$ cat config.mk
export PLATFORM = sky130hd
export DESIGN_NAME = v_speed_repeater
export DESIGN_NICKNAME = d
export VERILOG_FILES = /design/src/rtl/v_speed_repeater.sv
export SDC_FILE = /design/constraint.sdc
export NUM_CORES = 1
export LEC_CHECK = 0
export BUFFER_PORTS_ARGS = -buffer_cell sky130_fd_sc_hd__buf_4
export CAP_MARGIN = 25
export CORE_MARGIN = 4
export CORE_UTILIZATION = 52
export CTS_CLUSTER_DIAMETER = 30
export CTS_CLUSTER_SIZE = 12
export DETAILED_ROUTE_END_ITERATION = 8
export PLACE_DENSITY = 0.82
export RECOVER_POWER = 25
export SETUP_SLACK_MARGIN = 0.3
export SLEW_MARGIN = 20
export SYNTH_ARGS = -nofsm -noshare
export SYNTH_HDL_FRONTEND = slang
export SYNTH_SLANG_ARGS = --single-unit
$ cat constraint.sdc
create_clock -name clk -period 2.2 [get_ports clk]
set_clock_uncertainty 0.1 [all_clocks]
set_input_delay 0.44 -clock clk [delete_from_list [all_inputs] [get_ports clk]]
set_output_delay 0.44 -clock clk [all_outputs]
set_load 0.05 [all_outputs]
$ cat src/rtl/v_speed_repeater.sv
`default_nettype none
// ============================================================================
// Module      : v_speed_repeater
// Description : Turns a debounced "button held" level into step pulses: one
//               pulse on press, then auto-repeat pulses after an initial
//               delay, with a saturating count of repeats for soft-drop speed.
// Revision    : 1.0 - initial release
// ============================================================================
module v_speed_repeater #(
    parameter int PRESCALE     = 4096,
    parameter int DELAY_TICKS  = 24,
    parameter int REPEAT_TICKS = 6
) (
    input  logic       clk,
    input  logic       rst_n,
    input  logic       level,
    output logic       pulse,
    output logic       active,
    output logic [3:0] rpt_cnt
);

    // Terminal values of the prescaler and of the two tick-count phases.
    localparam logic [15:0] C_PRESC_LAST  = 16'(PRESCALE - 1);
    localparam logic [7:0]  C_DELAY_LAST  = 8'(DELAY_TICKS - 1);
    localparam logic [7:0]  C_REPEAT_LAST = 8'(REPEAT_TICKS - 1);
    localparam logic [3:0]  C_RPT_MAX     = 4'd15;

    typedef enum logic [1:0] {
        ST_IDLE   = 2'd0,
        ST_DELAY  = 2'd1,
        ST_REPEAT = 2'd2
    } state_t;

    state_t      r_state;
    state_t      w_state_nxt;
    logic [15:0] r_presc;
    logic [15:0] w_presc_nxt;
    logic [7:0]  r_tcnt;
    logic [7:0]  w_tcnt_nxt;
    logic [3:0]  r_rpt_cnt;
    logic [3:0]  w_rpt_cnt_nxt;
    logic        r_pulse;
    logic        w_pulse_nxt;
    logic        r_active;
    logic        w_tick;
    logic [3:0]  w_rpt_inc;

    // Prescaler terminal count; only consulted while in DELAY or REPEAT.
    assign w_tick    = (r_presc == C_PRESC_LAST);
    // Repeat counter advance, sticking at its maximum.
    assign w_rpt_inc = (r_rpt_cnt == C_RPT_MAX) ? C_RPT_MAX : r_rpt_cnt + 4'd1;

    // Next-state and next-output decode; a released button always wins over tick.
    always_comb begin
        w_state_nxt   = r_state;
        w_presc_nxt   = r_presc;
        w_tcnt_nxt    = r_tcnt;
        w_rpt_cnt_nxt = r_rpt_cnt;
        w_pulse_nxt   = 1'b0;

        case (r_state)
            ST_IDLE: begin
                w_presc_nxt   = 16'd0;
                w_tcnt_nxt    = 8'd0;
                w_rpt_cnt_nxt = 4'd0;
                if (level) begin
                    w_state_nxt = ST_DELAY;
                    w_pulse_nxt = 1'b1;
                end
            end

            ST_DELAY: begin
                if (!level) begin
                    w_state_nxt   = ST_IDLE;
                    w_presc_nxt   = 16'd0;
                    w_tcnt_nxt    = 8'd0;
                    w_rpt_cnt_nxt = 4'd0;
                end else begin
                    w_presc_nxt = w_tick ? 16'd0 : r_presc + 16'd1;
                    if (w_tick) begin
                        if (r_tcnt == C_DELAY_LAST) begin
                            w_state_nxt   = ST_REPEAT;
                            w_pulse_nxt   = 1'b1;
                            w_tcnt_nxt    = 8'd0;
                            w_rpt_cnt_nxt = w_rpt_inc;
                        end else begin
                            w_tcnt_nxt = r_tcnt + 8'd1;
                        end
                    end
                end
            end

            ST_REPEAT: begin
                if (!level) begin
                    w_state_nxt   = ST_IDLE;
                    w_presc_nxt   = 16'd0;
                    w_tcnt_nxt    = 8'd0;
                    w_rpt_cnt_nxt = 4'd0;
                end else begin
                    w_presc_nxt = w_tick ? 16'd0 : r_presc + 16'd1;
                    if (w_tick) begin
                        if (r_tcnt == C_REPEAT_LAST) begin
                            w_pulse_nxt   = 1'b1;
                            w_tcnt_nxt    = 8'd0;
                            w_rpt_cnt_nxt = w_rpt_inc;
                        end else begin
                            w_tcnt_nxt = r_tcnt + 8'd1;
                        end
                    end
                end
            end

            default: begin
                w_state_nxt   = ST_IDLE;
                w_presc_nxt   = 16'd0;
                w_tcnt_nxt    = 8'd0;
                w_rpt_cnt_nxt = 4'd0;
            end
        endcase
    end

    // State, counters and registered outputs; reset clears everything at once.
    always_ff @(posedge clk or negedge rst_n) begin
        if (!rst_n) begin
            r_state   <= ST_IDLE;
            r_presc   <= 16'd0;
            r_tcnt    <= 8'd0;
            r_rpt_cnt <= 4'd0;
            r_pulse   <= 1'b0;
            r_active  <= 1'b0;
        end else begin
            r_state   <= w_state_nxt;
            r_presc   <= w_presc_nxt;
            r_tcnt    <= w_tcnt_nxt;
            r_rpt_cnt <= w_rpt_cnt_nxt;
            r_pulse   <= w_pulse_nxt;
            r_active  <= (w_state_nxt != ST_IDLE);
        end
    end

    assign pulse   = r_pulse;
    assign active  = r_active;
    assign rpt_cnt = r_rpt_cnt;

endmodule
`default_nettype wire

# Word level (Yosys, flattened, before mapping)
# Index checks and enable logic that the tools add are counted.
# classes
n_eq_ne	10
muxes	32
n_reduce_logical	5
n_addsub	3
# ops
operator	n
two-way mux 16 bit	3
two-way mux 8 bit	6
two-way mux 4 bit	7
adder 16 x 1 -> 16 bit (second input constant)	1
equality test 16 x 12 -> 1 bit (second input constant)	1
one-hot mux 8 bit (2 select lines)	1
!= test 3 bit (second input constant)	4
two-way mux 2 bit	5
adder 8 x 1 -> 8 bit (second input constant)	1
equality test 8 x 3 -> 1 bit (second input constant)	1
equality test 8 x 5 -> 1 bit (second input constant)	1
one-hot mux 4 bit (2 select lines)	1
two-way mux 1 bit	7
one-hot mux 2 bit (3 select lines)	1
adder 4 x 1 -> 4 bit (second input constant)	1
equality test 4 bit (second input constant)	1
AND reduction 4 bit	1
one-hot mux 1 bit (3 select lines)	1
equality test 2 x 1 -> 1 bit (second input constant)	1
equality test 2 bit (second input constant)	1
logical NOT 2 bit	1
AND reduction 2 bit	1
nonzero test 2 bit	1
OR reduction 2 bit	1
# word_totals
wordCells	56
input_bits	3
ff_bits	32

# Longest topological paths before layout
# depth
word_depth	6
mapped_depth	7
mapped_depth_nobuf	7

# Least setup slack after synthesis
# OpenSTA, ideal clock, no wires.
# synth_path
path_type	register -> register
startpoint	reg r_state[0]
endpoint	reg r_tcnt[4]
setup_slack_ns	0.040
path_buffers	0
t_arrival_ns	1.939
period_less_slack_ns	2.160
stages_incl_launch_ff	8
t_required_ns	1.979
path_cell_list	dfrtp_1 > inv_1 > ha_1 > o21ai_0 > a21oi_1 > o21a_1 > a21o_2 > a22o_1
# synth_via
elab_chain_len	3
# synth_rtl
element	line_no	source
start: declaration	34	state_t r_state;
start signal: assignment	132	r_state <= w_state_nxt;
equality test 2 x 1 -> 1 bit / equality test 2 bit (equally long branches)	61	case (r_state)
!= test 3 bit (no source line)	n/a	
AND reduction 2 bit (no source line)	n/a	
end signal: assignment	134	r_tcnt <= w_tcnt_nxt;
end: declaration	38	logic [7:0] r_tcnt;
# Parallel ways exist; a longest one is shown, timed or not.
# A chain may end at the register's enable or synchronous reset.

# Worst setup path in the final report
# layout_path
startpoint	reg r_tcnt[1]
endpoint	reg r_tcnt[6]
# layout_via
elab_chain_len	5
# layout_rtl
element	line_no
adder 8 x 1 -> 8 bit (tied with other cells)	87, 107
two-way mux 8 bit (on tied branches)	102, 81
two-way mux 8 bit (on tied branches)	101, 80
two-way mux 8 bit (on tied branches)	94, 73
one-hot mux 8 bit (2 select lines) *	61
# Mark *: on every way between the ends. The rest lies on a longest branch, timed or not. The select of a mux whose other input is x is not followed.

==> results_tabular.tex <==
\begin{tabular}{lr}
\hline
Metric & Value \\
\hline
\multicolumn{2}{l}{\textbf{Hold path}} \\
Worst min-delay path class & primary input to flop \\
Hold-critical path depth & 2 \\
End point of the most critical hold path & pulse \\
Worst hold start & level \\
\multicolumn{2}{l}{\textbf{Clocking}} \\
Clock tree root buffer cell & clkbuf\_4 \\
Clock slew at reported path FFs & 110 ps \\
H-Tree Level Count & 2 \\
Num CTS Buffers & 5 \\
CTS Buffer Depth & 2 \\
Number of clock sinks & 32 \\
Clock latency on the worst-skew pair & 350 ps \\
Clock tree from TritonCTS & built \\
\multicolumn{2}{l}{\textbf{Timing}} \\
Final period demand of the worst path & 1880 ps \\
Actual slew at the worst max-slew pin & 785 ps \\
Fmax & 533 MHz \\
Hold violation total from the final report & 0 \\
Fraction of the cycle the final worst path needs & 0.853 \\
Total Negative Setup Slacks & 0 ps \\
Final number of max-transition violations & 0 \\
Worst-case hold slack & 313 ps \\
Unrepaired setup endpoints after global routing & true \\
Relative max-transition margin & 0.477 \\
Number of endpoints failing setup at the final stage & 0 \\
\multicolumn{2}{l}{\textbf{Setup path}} \\
Critical path cell sequence & inv\_1, ha\_1, nor2b\_4, o2bb2ai\_4, o21a\_4, and2\_1, a22o\_1 \\
Reg2reg start & r\_tcnt[1] \\
CP Class & flop to flop \\
Cell type of the slowest stage on the worst timing path & dfrtp\_1 \\
Critical Path Sink Type & flop \\
Max FO, Critical Path & 7 \\
Cell depth of the worst flop-to-flop path & 7 \\
Startpoint type of the worst setup path & flop \\
CP Data Arrival Time & 2010 ps \\
Worst r2r dst & r\_tcnt[6] \\
Worst-case register-to-register setup slack & 320 ps \\
Slowest Stage Delay on Critical Path & 410 ps \\
Worst path required time & 2340 ps \\
\multicolumn{2}{l}{\textbf{Synthesis}} \\
Syn Area/Cell & 10.0 um2 \\
Proportion of synthesized flip-flops having asynchronous set or reset & 1.00 \\
Yosys warnings & 0 \\
Number of distinct library cells after synthesis & 42 \\
Dominant register cell in the synthesized netlist & dfrtp\_1 \\
Post-Synthesis Net Count & 189 \\
Largest cells by area after synthesis & dfrtp\_1 45\%, ha\_1 5.6\%, xor2\_1 4.9\%, nor2\_1 4.4\%, nand2\_1 3.2\% \\
Mapped cell area & 0.00178 mm2 \\
Sequential element share of the synthesized area & 0.450 \\
Number of instances in the synthesized netlist & 178 \\
EDFF count, synth & 0 \\
Most area-hungry cell type in the Yosys netlist & dfrtp\_1 \\
Proportion of netlist area held by the largest area contributor & 0.450 \\
Count of state elements after synthesis & 32 \\
\multicolumn{2}{l}{\textbf{Cells and area}} \\
Post-layout instance area & 0.00222 mm2 \\
Fraction of final layout cells sized beyond drive strength 1 & 0.333 \\
Count of inserted antenna diode cells & 0 \\
Final non-filler cell total & 254 \\
Nets & 220 \\
Area growth, synth to finish & 24.9\% \\
\multicolumn{2}{l}{\textbf{Floorplanning}} \\
Horizontal die dimension & 66.5 um \\
Core area & 0.00315 mm2 \\
Die outline height & 66.5 um \\
Io pins & 9 \\
Die area & 0.00442 mm2 \\
Initial Util & 0.565 \\
Num rows & 20 \\
\multicolumn{2}{l}{\textbf{GRT}} \\
Pin count of the biggest net entering global routing & 33 \\
Initial antenna violation count & 0 \\
Via count of the first global-routing pass & 1437 \\
Overall Global Routing Usage & 0.200 \\
Global-route wire length before repair & 6.63 mm \\
Overflow left after global routing & 0 \\
\multicolumn{2}{l}{\textbf{Power}} \\
Sw Pwr & 0.000730 W \\
Post-route total power & 0.00198 W \\
Sw Share & 0.369 \\
Sequential Power Share & 0.360 \\
Max IR drop VDD & 0.722 mV \\
Power density cells & 890 mW/mm2 \\
Fraction of power consumed by combinational cells & 0.415 \\
Leak & 1.01 nW \\
Internal power consumption & 0.00125 W \\
Clock share of power & 0.225 \\
\multicolumn{2}{l}{\textbf{Routing}} \\
First-pass DRT Iterations & 4 \\
Drt drc & 0 \\
DR vias/cell & 5.71 \\
Routed Antenna Nets & 0 \\
Vias post-DR & 1450 \\
Count of routing violations after the opening detailed-route iteration & 47 \\
Routed wire length & 4.07 mm \\
Routed wire length per instance & 16.0 um \\
\multicolumn{2}{l}{\textbf{Placed design}} \\
Hpwl dp & 2.54 mm \\
Number of I/O port buffers & 8 \\
Placed Area & 0.00194 mm2 \\
GP Congestion & 0.834 \\
Cell count after placement & 230 \\
\multicolumn{2}{l}{\textbf{Job}} \\
Max\_cap viols & 0 \\
\multicolumn{2}{l}{\textbf{Run status}} \\
Outcome & completed \\
\hline
\end{tabular}
==> routing by layer <==
layer / share of wire / vias up / wire [um] / GRT usage
li1: - / 698 / - / -
met1: 0.40 / 711 / 1650 / 0.231
met2: 0.53 / 31 / 2170 / 0.342
met3: 0.045 / 10 / 184 / 0.0607
met4: 0.016 / 0 / 65 / 0.0787
met5: 0 / - / 0 / 0
==> registers in the layout, summed over array words and instances, names as in the netlist <==
register,count
pulse,1
r_state,2
r_tcnt,8
rpt_cnt,4
active,1
r_presc,16
==> what timing repair did <==
item	4_1_cts	5_1_grt
pin swaps	4	2
hold buffers	1	0
endpoints found under the hold margin	32	0
endpoints found under the setup margin	10	12
buffers inserted	9	6
gates resized for setup	8	15
==> Yosys cell counts, types with 4 or more instances <==
library cell and number:
dfrtp_1 32, o21ai_0 7, inv_1 8, nor2_1 21
ha_1 8, nand3_1 8, xor2_1 10, nand2_1 15
a21oi_1 9, nand4_1 4
==> logic make-up after synthesis <==
logic type      count (synthesis)  share of synthesized area
simple gates                   70                      0.221
compound gates                 43                      0.174
flops                          32                      0.450
xor+xnor                       13                     0.0639
buf+inv                        10                     0.0225
fa+ha+maj                       8                     0.0562
mux                             2                     0.0126
==> power groups by stage <==
stage          logic, W  clock network (W)  registers, W
2_1_floorplan  0.000379                  0      0.000822
3_3_place_gp   0.000605                  0      0.000718
3_5_place_dp   0.000637                  0      0.000726
4_1_cts        0.000741           0.000448      0.000706
5_1_grt        0.000888           0.000480      0.000721
6_report       0.000821           0.000446      0.000713
==> how the worst max path moves through the flow <==
stage / start / to / slack [ps] / cells after the start
6_report: r_tcnt[1] / r_tcnt[6] / 320 / 7
5_1_grt: r_presc[1] / r_tcnt[2] / 210 / 7
4_1_cts: r_state[1] / r_tcnt[6] / 300 / 7
3_5_place_dp: r_state[0] / r_tcnt[6] / 130 / 7
3_3_place_gp: r_state[1] / r_tcnt[4] / 230 / 7
2_1_floorplan: r_presc[0] / rpt_cnt[0] / 270 / 6
==> worst max-delay path, delay by kind of cell (launching register included) <==
kind / cells / cell delay [ps]
buf+inv: 1 / 90
simple gates: 2 / 410
compound gates: 3 / 600
fa+ha+maj: 1 / 170
flops: 1 / 410
==> final cells by class <==
cell class                      count  area [um2]
Fill cell                         239         928
Clock inverter                      2        35.0
Timing Repair Buffer               26         195
Tap cell                           44        55.1
Inverter                            8        30.0
Clock buffer                        6        41.3
Sequential cell                    32         807
Multi-Input combinational cell    136        1060
==> stage by stage <==
step                      setup WS (ps)  utilization
after floorplan                     273            -
after global placement              230        0.615
after detailed placement            127        0.615
after CTS                           298        0.673
after global routing                211        0.706
final                               323        0.706
==> cell usage in the layout, fill, tap and decap left out, types with 4 or more instances in the layout <==
master    instances
a21oi_1           8
xor2_1           10
clkbuf_4          5
nor2_1           21
inv_1             6
nand4_1           4
nand3_1           7
dfrtp_2           5
buf_4            24
nand2_1          15
ha_1              4
o21ai_0           5
dfrtp_1          27
Power figures use the tool's default switching activity.
